$ cat config.mk
export PLATFORM = sky130hd
export DESIGN_NAME = cmos_video_tx_flat
export DESIGN_NICKNAME = d
export VERILOG_FILES = /design/src/rtl/cmos_video_tx_if.sv /design/src/rtl/cmos_video_tx.sv /design/src/flat_wrapper.sv
export SDC_FILE = /design/constraint.sdc
export NUM_CORES = 1
export LEC_CHECK = 0
export ABC_CLOCK_PERIOD_IN_PS = 2600
export CAP_MARGIN = 30
export CORE_UTILIZATION = 36
export DETAILED_ROUTE_END_ITERATION = 7
export GPL_ROUTABILITY_DRIVEN = 0
export PLACE_DENSITY = 0.62
export SLEW_MARGIN = 20
export SYNTH_ARGS = -nofsm -noshare
export SYNTH_HDL_FRONTEND = slang
export SYNTH_SLANG_ARGS = --single-unit
$ cat constraint.sdc
create_clock -name clk -period 2.6 [get_ports clk]
set_input_delay 0.78 -clock clk [delete_from_list [all_inputs] [get_ports clk]]
set_output_delay 0.78 -clock clk [all_outputs]
set_load 0.005 [all_outputs]
$ cat src/rtl/cmos_video_tx_if.sv
// Upstream pixel stream into cmos_video_tx: 24-bit RGB888 words over valid/ready.
// A pixel transfers on any clock edge where pix_valid and pix_ready are both high;
// pix_ready is driven by the sink alone and never waits on pix_valid.
interface cmos_video_tx_if;
    logic        pix_valid;
    logic [23:0] pix_data;
    logic        pix_ready;

    modport master (output pix_valid, output pix_data, input pix_ready);
    modport slave  (input pix_valid, input pix_data, output pix_ready);
endinterface

$ cat src/rtl/cmos_video_tx.sv
// CMOS-style video source: pulls RGB888 pixels from upstream and emits VSYNC/HREF/CLKEN/DATA
// with fixed frame/line timing. The raster never stretches; a missing pixel is sent as zero.
module cmos_video_tx #(
    parameter int IMG_HDISP = 640,
    parameter int IMG_VDISP = 480,
    parameter int H_BLANK   = 160,
    parameter int VSYNC_LEN = 2,
    parameter int V_BACK    = 10,
    parameter int V_FRONT   = 10,
    parameter int CNT_W     = 12
) (
    input  logic               clk,
    input  logic               rst,
    input  logic               en,
    cmos_video_tx_if.slave     pix,
    output logic               CMOS_VSYNC,
    output logic               CMOS_HREF,
    output logic               CMOS_CLKEN,
    output logic [23:0]        CMOS_DATA,
    output logic [CNT_W-1:0]   X_POS,
    output logic [CNT_W-1:0]   Y_POS,
    output logic               frame_start,
    output logic               underrun,
    output logic [2:0]         state_dbg
);

    localparam int LINE_LEN = IMG_HDISP + H_BLANK;

    typedef enum logic [2:0] {
        S_IDLE   = 3'd0,
        S_VSYNC  = 3'd1,
        S_VBACK  = 3'd2,
        S_ACTIVE = 3'd3,
        S_VFRONT = 3'd4
    } state_t;

    state_t             state_q, state_d;
    logic [CNT_W-1:0]   h_q, h_d;
    logic [CNT_W-1:0]   v_q, v_d;   // line index within the current region
    logic [CNT_W-1:0]   region_lines;
    logic               line_end;
    logic               region_end;
    logic               pix_slot;
    logic               frame_first;

    // State and raster counters
    always_ff @(posedge clk) begin
        if (rst) begin
            state_q <= S_IDLE;
            h_q     <= '0;
            v_q     <= '0;
        end else begin
            state_q <= state_d;
            h_q     <= h_d;
            v_q     <= v_d;
        end
    end

    // Next state: regions advance only on the last cycle of their last line
    always_comb begin
        region_lines = '0;
        case (state_q)
            S_VSYNC:  region_lines = CNT_W'(VSYNC_LEN);
            S_VBACK:  region_lines = CNT_W'(V_BACK);
            S_ACTIVE: region_lines = CNT_W'(IMG_VDISP);
            S_VFRONT: region_lines = CNT_W'(V_FRONT);
            default:  region_lines = '0;
        endcase
        line_end   = (h_q == CNT_W'(LINE_LEN - 1));
        region_end = line_end && (v_q == region_lines - CNT_W'(1));

        state_d = state_q;
        h_d     = h_q;
        v_d     = v_q;
        if (state_q == S_IDLE) begin
            h_d = '0;
            v_d = '0;
            if (en) state_d = S_VSYNC;
        end else begin
            h_d = line_end ? '0 : h_q + CNT_W'(1);
            if (region_end) begin
                v_d = '0;
                case (state_q)
                    S_VSYNC:  state_d = (V_BACK > 0) ? S_VBACK : S_ACTIVE;
                    S_VBACK:  state_d = S_ACTIVE;
                    S_ACTIVE: state_d = (V_FRONT > 0) ? S_VFRONT : (en ? S_VSYNC : S_IDLE);
                    S_VFRONT: state_d = en ? S_VSYNC : S_IDLE;
                    default:  state_d = S_IDLE;
                endcase
            end else if (line_end) begin
                v_d = v_q + CNT_W'(1);
            end
        end
    end

    // Combinational outputs: pixel slot strobe and first-cycle-of-frame marker
    always_comb begin
        pix_slot      = (state_q == S_ACTIVE) && (h_q < CNT_W'(IMG_HDISP));
        frame_first   = (state_q == S_VSYNC) && (h_q == '0) && (v_q == '0);
        pix.pix_ready = pix_slot;
        state_dbg     = state_q;
    end

    // Video outputs lag the state by one cycle, so VSYNC and HREF stay mutually aligned
    always_ff @(posedge clk) begin
        if (rst) begin
            CMOS_VSYNC  <= 1'b0;
            CMOS_HREF   <= 1'b0;
            CMOS_CLKEN  <= 1'b0;
            CMOS_DATA   <= '0;
            X_POS       <= '0;
            Y_POS       <= '0;
            frame_start <= 1'b0;
            underrun    <= 1'b0;
        end else begin
            CMOS_VSYNC  <= (state_q == S_VSYNC);
            frame_start <= frame_first;
            CMOS_HREF   <= pix_slot;
            CMOS_CLKEN  <= pix_slot;
            CMOS_DATA   <= (pix_slot && pix.pix_valid) ? pix.pix_data : 24'h0;
            X_POS       <= pix_slot ? h_q : '0;
            Y_POS       <= pix_slot ? v_q : '0;
            // Clear wins over set so a new frame always starts clean
            if (frame_first)
                underrun <= 1'b0;
            else if (pix_slot && !pix.pix_valid)
                underrun <= 1'b1;
        end
    end

endmodule

$ cat src/flat_wrapper.sv
// flat-port wrapper written by rule: the top's interface ports become plain ports
module cmos_video_tx_flat 
#(
    parameter int IMG_HDISP = 640,
    parameter int IMG_VDISP = 480,
    parameter int H_BLANK   = 160,
    parameter int VSYNC_LEN = 2,
    parameter int V_BACK    = 10,
    parameter int V_FRONT   = 10,
    parameter int CNT_W     = 12
)
  (clk, rst, en, CMOS_VSYNC, CMOS_HREF, CMOS_CLKEN, CMOS_DATA, X_POS, Y_POS, frame_start, underrun, state_dbg, pix_pix_valid, pix_pix_data, pix_pix_ready);
  cmos_video_tx_if pix_i ();
  input  logic clk;
  input  logic rst;
  input  logic en;
  output logic CMOS_VSYNC;
  output logic CMOS_HREF;
  output logic CMOS_CLKEN;
  output logic [23:0] CMOS_DATA;
  output logic [CNT_W-1:0] X_POS;
  output logic [CNT_W-1:0] Y_POS;
  output logic frame_start;
  output logic underrun;
  output logic [2:0] state_dbg;
  input wire logic [$bits(pix_i.pix_valid)-1:0] pix_pix_valid;
  input wire logic [$bits(pix_i.pix_data)-1:0] pix_pix_data;
  output wire logic [$bits(pix_i.pix_ready)-1:0] pix_pix_ready;
  assign pix_i.pix_valid = pix_pix_valid;
  assign pix_i.pix_data = pix_pix_data;
  assign pix_pix_ready = pix_i.pix_ready;
  cmos_video_tx #(.IMG_HDISP(IMG_HDISP), .IMG_VDISP(IMG_VDISP), .H_BLANK(H_BLANK), .VSYNC_LEN(VSYNC_LEN), .V_BACK(V_BACK), .V_FRONT(V_FRONT), .CNT_W(CNT_W)) u_core (.clk(clk), .rst(rst), .en(en), .pix(pix_i), .CMOS_VSYNC(CMOS_VSYNC), .CMOS_HREF(CMOS_HREF), .CMOS_CLKEN(CMOS_CLKEN), .CMOS_DATA(CMOS_DATA), .X_POS(X_POS), .Y_POS(Y_POS), .frame_start(frame_start), .underrun(underrun), .state_dbg(state_dbg));
endmodule
==> results of run 1 <==
[placed cells by master, fill, tap and decap left out, types with 2 or more instances in the layout]
| master | count |
|---|---|
| xor2_1 | 10 |
| nand4_2 | 2 |
| clkbuf_8 | 9 |
| nor3_1 | 14 |
| and2_1 | 14 |
| nand4_1 | 4 |
| nor4_4 | 3 |
| xnor2_1 | 14 |
| buf_4 | 8 |
| nor4_1 | 2 |
| mux2i_1 | 4 |
| dfxtp_1 | 76 |
| or3_1 | 2 |
| clkinvlp_4 | 2 |
| inv_6 | 2 |
| or2_2 | 2 |
| clkdlybuf4s50_1 | 84 |
| inv_1 | 13 |
| nand2_1 | 12 |
| nand3_1 | 7 |
| ha_1 | 6 |
| dfxtp_2 | 2 |
| a21oi_1 | 4 |
| conb_1 | 2 |
| bufinv_16 | 2 |
| o21ai_0 | 3 |
| and3_1 | 27 |
| nor2_1 | 38 |
[cell families after synthesis]
kind of cell / count (synthesis) / synth area share
compound gates: 10 / 0.0207
xor+xnor: 24 / 0.0726
fa+ha+maj: 6 / 0.0259
buf+inv: 27 / 0.0376
flops: 79 / 0.546
mux: 4 / 0.0138
other cells: 1 / 0.00130
simple gates: 140 / 0.282
[critical path: stages (launching register included)]
cell and delay [ps]:
dfxtp_2 380, and3b_2 270, nand3_1 110, inv_1 80
clkdlybuf4s50_1 500
[per-layer routing]
layer,share of wire,vias to the layer above,GRT usage
li1,-,1147,-
met1,0.49,1016,0.204
met2,0.44,78,0.239
met3,0.056,10,0.0456
met4,0.022,0,0.0820
met5,0,-,0
[what timing repair did]
action	4_1_cts	5_1_grt
endpoints found under the setup margin	1	14
setup buffers	0	1
gates resized for setup	3	3
hold buffers	0	0
[synthesized netlist by cell type (2+ instances only)]
library cell / n
a21oi_1: 4
inv_1: 13
or3_1: 2
nand3_1: 7
nor2_1: 39
nand2_1: 12
nor4_1: 2
xnor2_1: 14
nand4_1: 4
xor2_1: 10
or2_2: 2
clkbuf_1: 10
nor3_1: 14
nand4_2: 2
mux2i_1: 4
dfxtp_1: 79
and3_1: 27
and2_1: 14
buf_2: 2
nor4_4: 3
ha_1: 6
o21ai_0: 3
[through the flow]
stage	hold slack, ps	utilization	std cells	cell area (um^2)	power (uW)
finish	490	0.529	488	4110	2350
detailed placement	474	0.498	471	3870	1350
global placement	460	0.497	471	3860	1350
floorplan	437	-	292	2900	1290
global route	514	0.529	488	4110	2450
CTS	495	0.528	487	4100	2380
[layout make-up]
type / instances / area [um^2]
tap: 102 / 128
inverter: 13 / 48.8
timing repair buffer: 92 / 901
clock buffer: 9 / 124
multi-input combinational: 186 / 1220
fill: 714 / 3660
clock inverter: 7 / 104
sequential: 79 / 1590
[flip-flops by register name (all words and copies together), names as in the netlist]
| register | flops |
|---|---|
| u_core.CMOS_VSYNC | 1 |
| u_core.v_q | 12 |
| u_core.frame_start | 1 |
| u_core.underrun | 1 |
| u_core.state_dbg | 3 |
| u_core.CMOS_DATA | 24 |
| u_core.X_POS | 12 |
| u_core.CMOS_HREF | 1 |
| u_core.Y_POS | 12 |
| u_core.h_q | 12 |
[path summary, 6_finish.rpt]
kind / startpoint / endpoint / slack, ps
setup / recovery: u_core.state_dbg[2] / pix_pix_ready / 140
hold reg to reg: u_core.h_q[0] / u_core.h_q[0] / 490
hold / removal: u_core.h_q[0] / u_core.h_q[0] / 490
setup reg to reg: u_core.state_dbg[2] / u_core.state_dbg[0] / 200
[power by group]
group	internal [uW]	switching, uW
logic	63.5	41.8
registers	1210	5.72
clock network	554	471
==> run_results.csv, run 1 <==
group,metric,value,unit
synth,syn_area_per_cell,9.95,um^2
sta,finalSetupTns,0,ps
sta,fin_skew,7.74,ps
sta,rsz0062_at_grt,"false",
cells_and_area,antenna_cells,0,
route,drc,0,
run_status,status,"completed",
synth,ys.flop_type,"dfxtp_1",
cells_and_area,nets,415,
synth,synth_top_area_frac,0.546,
route,via_per_inst,4.61,
synth,synthArstFlopShare,0,
pwr,leakagePower,0.00161,uW
route,dr.pass1.iters,5,
synth,yosysTopAreaCell,"dfxtp_1",
clocking,numCtsBuffers,9,
synth,yosysUniqueCellTypes,40,
critical_path,arrival,1680,ps
placement,port_buffers,84,
sta,hold_viol_final,0,
synth,synth.area.top_cells,"dfxtp_1, and3_1, nor2_1, xnor2_1, and2_1",
clocking,clockRootBuffer,"clkbuf_8",
critical_path,cp-end-kind,"primary output",
pwr,power_density,572,nW/um^2
clocking,htreeDepth,3,
critical_path,crit_type,"reg2out",
synth,netlist_area,2900,um^2
critical_path,crit_required,1820,ps
placement,dp_slack,73.3,ps
cells_and_area,syn2layout_area_growth,42.0,%
floorplanning,die_w,91.7,um
global_route,overflow,0,
route,antenna_left,0,
route,wl_per_cell,12.7,um
hold_path,hold_depth,1,
hold_path,hold_path.class,"reg2reg",
job,max_cap_viol_count,0,
sta,tightestPinTransition,702,ps
floorplanning,start_util,0.373,
sta,period_minus_slack,2460,ps
floorplanning,num_rows,32,
sta,fmaxAchievable,0.407,GHz
clocking,clk_latency,350,ps
floorplanning,core_area,7770,um^2
synth,synth_edf_count,0,
clocking,clk_pin_slew_worst_paths,80,ps
clocking,cts_sinks,79,
pwr,vdd_drop_max,0.257,mV
global_route,antenna_found_initial,0,
synth,synthesis.instances,291,
synth,ys_seq_elements,79,
floorplanning,die_h,91.7,um
global_route,grt_pass1_vias,2146,
synth,yosysWarningCount,0,
route,wl,6220,um
cells_and_area,drive_gt1_frac,0.106,
clocking,clk_path_buf_depth,2,
route,drt-initial-drc-count,65,
floorplanning,dieArea,8410,um^2
global_route,track_usage,0.158,
sta,period_share,0.945,
global_route,grt_max_degree,41,
clocking,cts_tree,"done",
placement,dpl.hpwl,4400,um
critical_path,rr_worst_depth,9,
global_route,grt_pass1_wl,10300,um
route,vias,2251,
sta,postLayoutSetupSlackWorst,143,ps
sta,worst_slew_margin_rel,0.531,
critical_path,critPathMaxFanout,9,
synth,ys_seq_area_frac,0.546,
floorplanning,io_pins,85,
sta,finalMaxSlewViolations,0,
critical_path,worstSetupStartpointType,"register",
sta,setup_viol,0,
(Power assumes the default switching activity.)
==> inputs of run 2 (changes only) <==
Settings changed: GPL_ROUTABILITY_DRIVEN 0 to not set.
==> results of run 2 <==
The final DEF is identical to that of run 1; final timing and power are the same.
==> inputs of run 3 (changes only) <==
Settings changed: SLEW_MARGIN 20 to not set.
==> run_results.csv, run 3 (synthesized netlist as in run 1, its figures left out) <==
group,metric,value,unit
sta,setup_viol,0,
cells_and_area,final_cell_mix,"clkdlybuf4s50_1, dfxtp_1, nor2_1, and3_1",
sta,hold_viol_final,0,
global_route,grt_max_degree,35,
critical_path,path_cells,"and3b_2 -> nand3_1 -> inv_1 -> clkdlybuf4s50_1",
sta,fin_skew,4.55,ps
sta,finalMaxSlewViolations,0,
global_route,overflow,0,
route,dr.pass1.iters,4,
sta,fmaxAchievable,0.401,GHz
floorplanning,core_area,7770,um^2
clocking,clockRootBuffer,"clkbuf_8",
critical_path,reg2reg_to,"u_core.state_dbg[0]",
critical_path,startpoint,"u_core.state_dbg[0]",
floorplanning,die_w,91.7,um
sta,finalSetupTns,0,ps
critical_path,arrival,1710,ps
cells_and_area,final_common_cell,"clkdlybuf4s50_1",
clocking,clk_latency,350,ps
route,via_per_inst,4.54,
critical_path,rr_worst_depth,9,
floorplanning,num_rows,32,
critical_path,rrSetupSlack,220,ps
sta,period_share,0.959,
critical_path,cp-end-kind,"primary output",
floorplanning,dieArea,8410,um^2
route,vias,2215,
placement,place_congestion,0.767,
critical_path,worstSetupEndpoint,"pix_pix_ready",
critical_path,r2r_start,"u_core.state_dbg[1]",
cells_and_area,largest_reg_flops,24,
global_route,antenna_found_initial,0,
critical_path,critPathMaxStageDelay,490,ps
route,wl_per_cell,12.5,um
sta,period_minus_slack,2490,ps
cells_and_area,antenna_cells,0,
route,drc,0,
pwr,vdd_drop_max,0.276,mV
critical_path,crit_required,1820,ps
clocking,cts_setup_buffers,0,
run_status,status,"completed",
clocking,htreeDepth,3,
global_route,grt_pass1_vias,2111,
floorplanning,io_pins,85,
critical_path,critPathMaxFanout,9,
clocking,numCtsBuffers,9,
clocking,cts_tree,"done",
floorplanning,start_util,0.373,
placement,port_buffers,84,
route,drt-initial-drc-count,69,
cells_and_area,largest_register,"u_core.CMOS_DATA",
clocking,clk_pin_slew_worst_paths,80,ps
route,antenna_left,0,
critical_path,worstSetupStartpointType,"register",
critical_path,crit_type,"reg2out",
clocking,hold_buffers,0,
route,wl,6110,um
global_route,track_usage,0.159,
critical_path,crit_slowest_cell,"clkdlybuf4s50_1",
job,max_cap_viol_count,0,
floorplanning,die_h,91.7,um
placement,dpl.hpwl,4430,um
cells_and_area,syn2layout_area_growth,41.4,%
cells_and_area,nets,415,
hold_path,hold_path.class,"reg2reg",
clocking,cts_sinks,79,
pwr,leakagePower,0.00160,uW
global_route,grt_pass1_wl,10300,um
pwr,power_density,549,nW/um^2
clocking,clk_path_buf_depth,2,
sta,rsz0062_at_grt,"false",
cells_and_area,drive_gt1_frac,0.109,
sta,hold_slack,483,ps
==> run 3: per-stage QoR <==
| stage | util | std cells | cell area [um^2] | setup WS (ps) | total power, uW |
|---|---|---|---|---|---|
| 2_1_floorplan | - | 292 | 2900 | 150 | 1290 |
| 3_3_place_gp | 0.497 | 471 | 3860 | 75.1 | 1350 |
| 3_5_place_dp | 0.499 | 472 | 3880 | 50.5 | 1350 |
| 4_1_cts | 0.526 | 488 | 4090 | 5.87 | 2280 |
| 5_1_grt | 0.527 | 488 | 4090 | 1.12 | 2350 |
| 6_report | 0.527 | 488 | 4090 | 106 | 2250 |
==> run 3: routing by layer <==
metal | part of all wire | vias to the layer above | GRT usage
li1 | - | 1144 | -
met4 | 0.020 | 0 | 0.0728
met3 | 0.064 | 10 | 0.0489
met5 | 0 | - | 0
met2 | 0.44 | 75 | 0.242
met1 | 0.47 | 986 | 0.207
==> run 3: area by class of cell <==
cell class                      instances  area (um^2)
Fill cell                             723         3670
Clock buffer                            9          124
Tap cell                              102          128
Inverter                               13         48.8
Sequential cell                        79         1590
Timing Repair Buffer                   92          908
Clock inverter                          7         81.3
Multi-Input combinational cell        186         1220
==> run 3: report_power, final <==
group / leakage (uW) / switching (uW) / total (uW) / internal, uW
clock: 0.0000940 / 468 / 922 / 454
combinational: 0.000864 / 41.3 / 105 / 63.9
sequential: 0.000639 / 5.27 / 1220 / 1210
==> run 3: worst max-delay path: cells and delay by family, from the launching register on <==
family / cells / cell delay, ps
buf+inv: 2 / 570
flops: 1 / 410
simple gates: 2 / 370
==> run 3: how the worst min path moves through the flow <==
stage / endpoint / slack (ps) / cells after the start / start
2_1_floorplan: u_core.h_q[0] / 440 / 1 / u_core.h_q[0]
3_5_place_dp: u_core.h_q[0] / 470 / 1 / u_core.h_q[0]
5_1_grt: u_core.h_q[0] / 510 / 1 / u_core.h_q[0]
3_3_place_gp: u_core.h_q[0] / 460 / 1 / u_core.h_q[0]
6_report: u_core.h_q[0] / 480 / 1 / u_core.h_q[0]
4_1_cts: u_core.h_q[0] / 490 / 1 / u_core.h_q[0]
==> run 3: timing repair <==
| action | CTS | global route |
|---|---|---|
| resized for setup | 3 | 3 |
| pin swaps | 0 | 0 |
| setup endpoints to repair | 1 | 14 |
==> RTL edit 1, RTL diff (settings of run 3) <==
Reset style: asynchronous (`rst`), changed in 2 clocked blocks.
--- a/src/rtl/cmos_video_tx.sv
+++ b/src/rtl/cmos_video_tx.sv
@@ -44,7 +44,7 @@
     logic               frame_first;
 
     // State and raster counters
-    always_ff @(posedge clk) begin
+    always_ff @(posedge clk or posedge rst) begin
         if (rst) begin
             state_q <= S_IDLE;
             h_q     <= '0;
@@ -102,7 +102,7 @@
     end
 
     // Video outputs lag the state by one cycle, so VSYNC and HREF stay mutually aligned
-    always_ff @(posedge clk) begin
+    always_ff @(posedge clk or posedge rst) begin
         if (rst) begin
             CMOS_VSYNC  <= 1'b0;
             CMOS_HREF   <= 1'b0;
Function: differs if rst is asserted again (counterexample within 4 cycles, from zero or initial values and one cycle with rst high); with rst held inactive, the same outputs for 10 cycles.
==> RTL edit 1 against run 3 <==
- the run now ends with DRC left
- area after synthesis increased by 15%
- wire length increased by 20%
- global-route usage increased by 0.34 points
- register-to-register slack got worse by 90 ps
- sequential cell count unchanged
- cell area increased by 11%
- first-iteration DRC count increased by 71%
- final cell count increased by 1.2%
- critical path depth increased by 6
- worst setup slack improved by 28 ps
- critical path type is now flip-flop to flip-flop
- largest cell class unchanged
Power is not compared: it rests on default switching activity, and its combinational part moved more than twofold at a synthesized area within 25%.
==> RTL edit 1: results (changes against run 3) <==
clock slew at reported path FFs=80 ps (about the same); Yosys cell types=39 (was 40); wire length per cell=14.8 microns (was 12.5 microns); vias in the first global route=2357 (was 2111); total track usage=0.163 (was 0.159); mux cell area share after synthesis=0.00677 (was 0.0138); post-cts resize count=2 (was 3); metal3 WL=573 microns (was 390 microns); status=finished, violations left (was complete, no violations); post-synthesis compound-gate area fraction=0.0477 (was 0.0207); cells on worst reg2reg path=10 (was 9); leak pwr=approximately 2.1 nW; slowest stage cell, crit path=dfrtp_1 (was clkdlybuf4s50_1); clk root buf=clkbuf_8 (unchanged); register area share after synthesis=0.594 (was 0.546); # H-tree levels=3 (unchanged); 1st-pass router iterations=8 (was 4); n_diodes=0 (unchanged); CP max stage delay=430 ps (was 490 ps); ys flop type=dfrtp_1 (was dfxtp_1); ratio of cells with drive above 1 in the final layout=0.117 (was 0.109); worst hold-check path type=flip-flop to flip-flop (unchanged); remaining routing DRC violations=14 (was 0); final cycle utilization of the critical path=0.949 (was 0.959); WS Path Type=flip-flop to flip-flop (was flip-flop to primary output); met2 wire len=3.21 mm (was 2.70 mm); worst-path fanout max=5 (was 9); routed vias=2497 (was 2215); largest net degree at the start of global routing=80 (was 35); reg2reg start=u_core.state_dbg[0]$_DFFE_PP0P_ (was u_core.state_dbg[1]$_SDFFE_PP0P_); failing checks=DRC; share of flip-flops with an asynchronous set or reset=1.00 (was 0); placed cells=478 (was 472); initial antenna violation count=0 (unchanged); commonest cells in the netlist=dfrtp_1 (79), and3_1 (27), and2_1 (18), nor2_1 (18), clkbuf_1 (16) (was dfxtp_1 (79), nor2_1 (39), and3_1 (27)); Final Wtd Congestion=0.831 (was 0.767); DP HPWL=5.04 mm (was 4.43 mm); most flop-heavy register=u_core.CMOS_DATA (unchanged); skew final=5.62 ps (was 4.55 ps); aggregate routed wire length=7.31 mm (was 6.11 mm); end point of the critical path=u_core.state_dbg[1]$_DFFE_PP0P_ (was pix_pix_ready); Max VDD drop=0.000222 V; first-pass GRT wire length=12.2 mm (was 10.3 mm); Adder-Cell Fraction of Synth Area=0.0226 (was 0.0259); top cells by area, synth=dfrtp_1 (59%), and3_1 (5.1%), xnor2_1 (3.9%) (was dfxtp_1 (55%), and3_1 (5.8%), nor2_1 (5.1%)); Mapped Cells=291 (unchanged); CP delay by family, top=compound AO/OA/AOI/OAI gates (was buffers and inverters); met1 WL=3.42 mm (was 2.89 mm); XOR/XNOR Fraction of Synth Area=0.0658 (was 0.0726); reg-to-reg slack, setup=130 ps (was 220 ps); Place WS=145 ps (was 50.5 ps); Starting DRT DRC Count=118 (was 69)
[RTL edit 1: cell count changes in the layout (fill, tap and decap cells not counted), moves of 4 or more]
cell and change:
and2_1 +4, buf_4 +7, dfrtp_1 +79, dfxtp_1 -76
mux2i_1 -4, nor2_1 -20, nor3_2 +5, nor4_1 +8
[RTL edit 1: metrics by stage]
stage / area, sq um / utilization / hold slack (ps)
finish: 4550 / 0.514 / 500
global route: 4550 / 0.514 / 515
CTS: 4550 / 0.514 / 510
detailed placement: 4340 / 0.491 / 491
global placement: 4340 / 0.491 / 483
floorplan: 3350 / - / 475
[RTL edit 1: power by group through the flow]
stage | combinational (mW) | clock [mW] | sequential, mW
2_1_floorplan | 0.172 | 0 | 1.33
3_3_place_gp | 0.262 | 0 | 1.35
3_5_place_dp | 0.263 | 0 | 1.36
4_1_cts | 0.264 | 0.967 | 1.33
5_1_grt | 0.294 | 1.04 | 1.34
6_report | 0.261 | 0.940 | 1.33
[RTL edit 1: kinds of logic after synthesis]
logic type / Yosys count
AND/OR/NAND/NOR: 125
flip-flops: 79
buffers and inverters: 32
XOR/XNOR: 25
AO/OA/AOI/OAI: 21
adder cells (fa/ha/maj): 6
multiplexers: 2
other: 1
[RTL edit 1: area by class of cell]
class,count,area (sq um)
fill,789,4300
clock buffer,10,138
tap,108,135
clock inverter,6,68.8
timing repair buffer,99,965
sequential,79,1980
inverter,11,45.0
multi-input combinational,181,1220
[RTL edit 1: how the worst min path moves through the flow]
| stage | from | slack (ps) | cells after the start | end |
|---|---|---|---|---|
| finish | u_core.underrun$_DFFE_PP0P_ | 500 | 2 | u_core.underrun$_DFFE_PP0P_ |
| detailed placement | u_core.underrun$_DFFE_PP0P_ | 490 | 2 | u_core.underrun$_DFFE_PP0P_ |
| global route | u_core.underrun$_DFFE_PP0P_ | 510 | 2 | u_core.underrun$_DFFE_PP0P_ |
| global placement | u_core.underrun$_DFFE_PP0P_ | 480 | 2 | u_core.underrun$_DFFE_PP0P_ |
| floorplan | u_core.h_q[0]$_DFF_PP0_ | 480 | 1 | u_core.h_q[0]$_DFF_PP0_ |
| CTS | u_core.underrun$_DFFE_PP0P_ | 510 | 2 | u_core.underrun$_DFFE_PP0P_ |
[RTL edit 1: worst register-to-register path, stage by stage, from the launching register on]
cell     delay (ps)
dfrtp_1         430
xor2_1          180
o21ai_1         170
inv_1            60
ha_1            280
xnor2_1         150
nand3_1          90
or3_1           380
buf_4           170
o41a_1          300
a21o_1          160
[RTL edit 1: per-layer routing]
metal | up-vias | global-route usage
li1 | 1181 | -
met1 | 1209 | 0.228
met2 | 98 | 0.239
met3 | 9 | 0.0415
met4 | 0 | 0.0712
met5 | - | 0
==> RTL edit 2, RTL diff (settings of run 3) <==
Without the edit above. `CNT_W` is set to 12 in 2 places; all go to 24.
--- a/src/rtl/cmos_video_tx.sv
+++ b/src/rtl/cmos_video_tx.sv
@@ -7,7 +7,7 @@
     parameter int VSYNC_LEN = 2,
     parameter int V_BACK    = 10,
     parameter int V_FRONT   = 10,
-    parameter int CNT_W     = 12
+    parameter int CNT_W     = 24
 ) (
     input  logic               clk,
     input  logic               rst,
--- a/src/flat_wrapper.sv
+++ b/src/flat_wrapper.sv
@@ -7,7 +7,7 @@
     parameter int VSYNC_LEN = 2,
     parameter int V_BACK    = 10,
     parameter int V_FRONT   = 10,
-    parameter int CNT_W     = 12
+    parameter int CNT_W     = 24
 )
   (clk, rst, en, CMOS_VSYNC, CMOS_HREF, CMOS_CLKEN, CMOS_DATA, X_POS, Y_POS, frame_start, underrun, state_dbg, pix_pix_valid, pix_pix_data, pix_pix_ready);
   cmos_video_tx_if pix_i ();
Ports: changed (resized X_POS and Y_POS); port bits go from 85 to 109. No check against the original RTL was run, so the function may have changed too.
==> RTL edit 2 against run 3 <==
- power up 89%
- sequential cell count up 48
- worst setup slack better by 78 ps
- cell area up 61%
- wire length up 70%
- area after synthesis up 58%
- critical path depth up 6
- sequential share of layout area down 0.14 points
- critical path type is now flip-flop to flip-flop
==> RTL edit 2: results (changes against run 3) <==
CP arrival=2760 ps (was 1710 ps); Mapped Cells=473 (was 291); Worst-Skew Late Latency=410 ps (was 350 ps); vias in the first global route=3592 (was 2111); Max VDD drop=0.000326 V (was 0.000276 V); skew final=9.67 ps (was 4.55 ps); register area share after synthesis=0.555 (was 0.546); commonest cells in the netlist=dfxtp_1 (127), nor2_1 (60), xnor2_1 (31) (was dfxtp_1 (79), nor2_1 (39), and3_1 (27)); Yosys cell types=36 (was 40); DP HPWL=7.33 mm (was 4.43 mm); CP max stage delay=430 ps (was 490 ps); slowest stage cell, crit path=a2111o_1 (was clkdlybuf4s50_1); wire length per cell=13.2 microns (was 12.5 microns); met3 usage=0.0569 (was 0.0489); leak pwr=2.47 nW (was 1.60 nW); routed vias=3669 (was 2215); reg-to-reg slack, setup=180 ps (was 220 ps); post-synthesis compound-gate area fraction=0.0164 (was 0.0207); Starting DRT DRC Count=138 (was 69); placed cells=751 (was 472); nets@finish=642 (was 415); clock slew at reported path FFs=50 ps (was 80 ps); fill cell count=1133 (was 723); cts bufs inserted=17 (was 9); top cells by area, synth=dfxtp_1 (56%), xnor2_1 (5.9%), nor2_1 (4.9%) (was dfxtp_1 (55%), and3_1 (5.8%), nor2_1 (5.1%)); met1 Resource Use GR=0.186 (was 0.207); ratio of cells with drive above 1 in the final layout=0.104 (was 0.109); mux cell area share after synthesis=0.0112 (was 0.0138); Final Wtd Congestion=0.875 (was 0.767); 1st-pass router iterations=5 (was 4); clk root buf=clkbuf_16 (was clkbuf_8); # H-tree levels=4 (was 3); IO Port Bufs=108 (was 84); warning count from the yosys run=0 (unchanged); largest net degree at the start of global routing=32 (was 35); Via density=4.67 (was 4.54); worst-path fanout max=12 (was 9); CP delay by family, top=simple AND/OR/NAND/NOR gates (was buffers and inverters); status=complete, no violations (unchanged)
[RTL edit 2: cell types whose count changed after synthesis, sizes merged, moves of 5 or more]
cell          run 3  this run
and2             15        29
and4              0         5
buf               3        11
dfxtp            79       127
inv              13        18
nand2            12        20
nand3             7        15
nand4             7        15
nor2             39        60
nor3             14        23
nor4              6        22
xnor2            14        31
xor2             10        15
[RTL edit 2: per-stage QoR]
step	hold slack [ps]	total power [mW]	utilization	setup WS, ps
global placement	458	2.16	0.486	193
finish	473	4.25	0.540	184
detailed placement	467	2.17	0.486	69.7
CTS	480	4.30	0.533	-45.2
global route	514	4.40	0.540	29.9
floorplan	441	2.07	-	51.0
[RTL edit 2: cell families (layout without fill, tap and decap cells)]
| group | after synthesis | count (layout) |
|---|---|---|
| mux | 5 | 5 |
| xor+xnor | 46 | 46 |
| simple gates | 231 | 231 |
| flops | 127 | 127 |
| buf+inv | 44 | 176 |
| compound gates | 13 | 13 |
| fa+ha+maj | 6 | 6 |
| other cells | 1 | 14 |
[RTL edit 2: timing repair]
| action | CTS | global route |
|---|---|---|
| resized for setup | 5 | 10 |
| gates cloned | 0 | 1 |
| endpoints found under the hold margin | 0 | 0 |
| setup endpoints to repair | 1 | 24 |
| setup buffers | 4 | 1 |
| pin swaps | 3 | 6 |
[RTL edit 2: path summary, 6_finish.rpt]
path | start | to | cells after the start
worst max-delay path | u_core.h_q[15]$_SDFF_PP0_ | u_core.state_dbg[0]$_SDFFE_PP0P_ | 10
worst min-delay path | u_core.h_q[0]$_SDFF_PP0_ | u_core.h_q[0]$_SDFF_PP0_ | 1
worst max register to register | u_core.h_q[15]$_SDFF_PP0_ | u_core.state_dbg[0]$_SDFFE_PP0P_ | 10
worst min register to register | u_core.h_q[0]$_SDFF_PP0_ | u_core.h_q[0]$_SDFF_PP0_ | 1
[RTL edit 2: area by class of cell]
| class | instances | area share |
|---|---|---|
| Clock buffer | 22 | 0.0704 |
| Clock inverter | 7 | 0.00987 |
| Inverter | 18 | 0.0102 |
| Multi-Input combinational cell | 315 | 0.299 |
| Sequential cell | 127 | 0.386 |
| Tap cell | 168 | 0.0319 |
| Timing Repair Buffer | 129 | 0.192 |
[RTL edit 2: layer usage]
metal / vias to the layer above / routed length [microns] / share of wire
met4: 0 / 233 / 0.022
li1: 1858 / - / -
met3: 20 / 563 / 0.054
met2: 97 / 5200 / 0.50
met5: - / 0 / 0
met1: 1694 / 4400 / 0.42
[RTL edit 2: report_power, final]
part	leakage, nW	internal, mW	total, mW	switching (mW)
Clock	0.257	1.34	2.12	0.779
Sequential	1.03	1.97	1.97	0.00525
Combinational	1.18	0.0971	0.167	0.0694
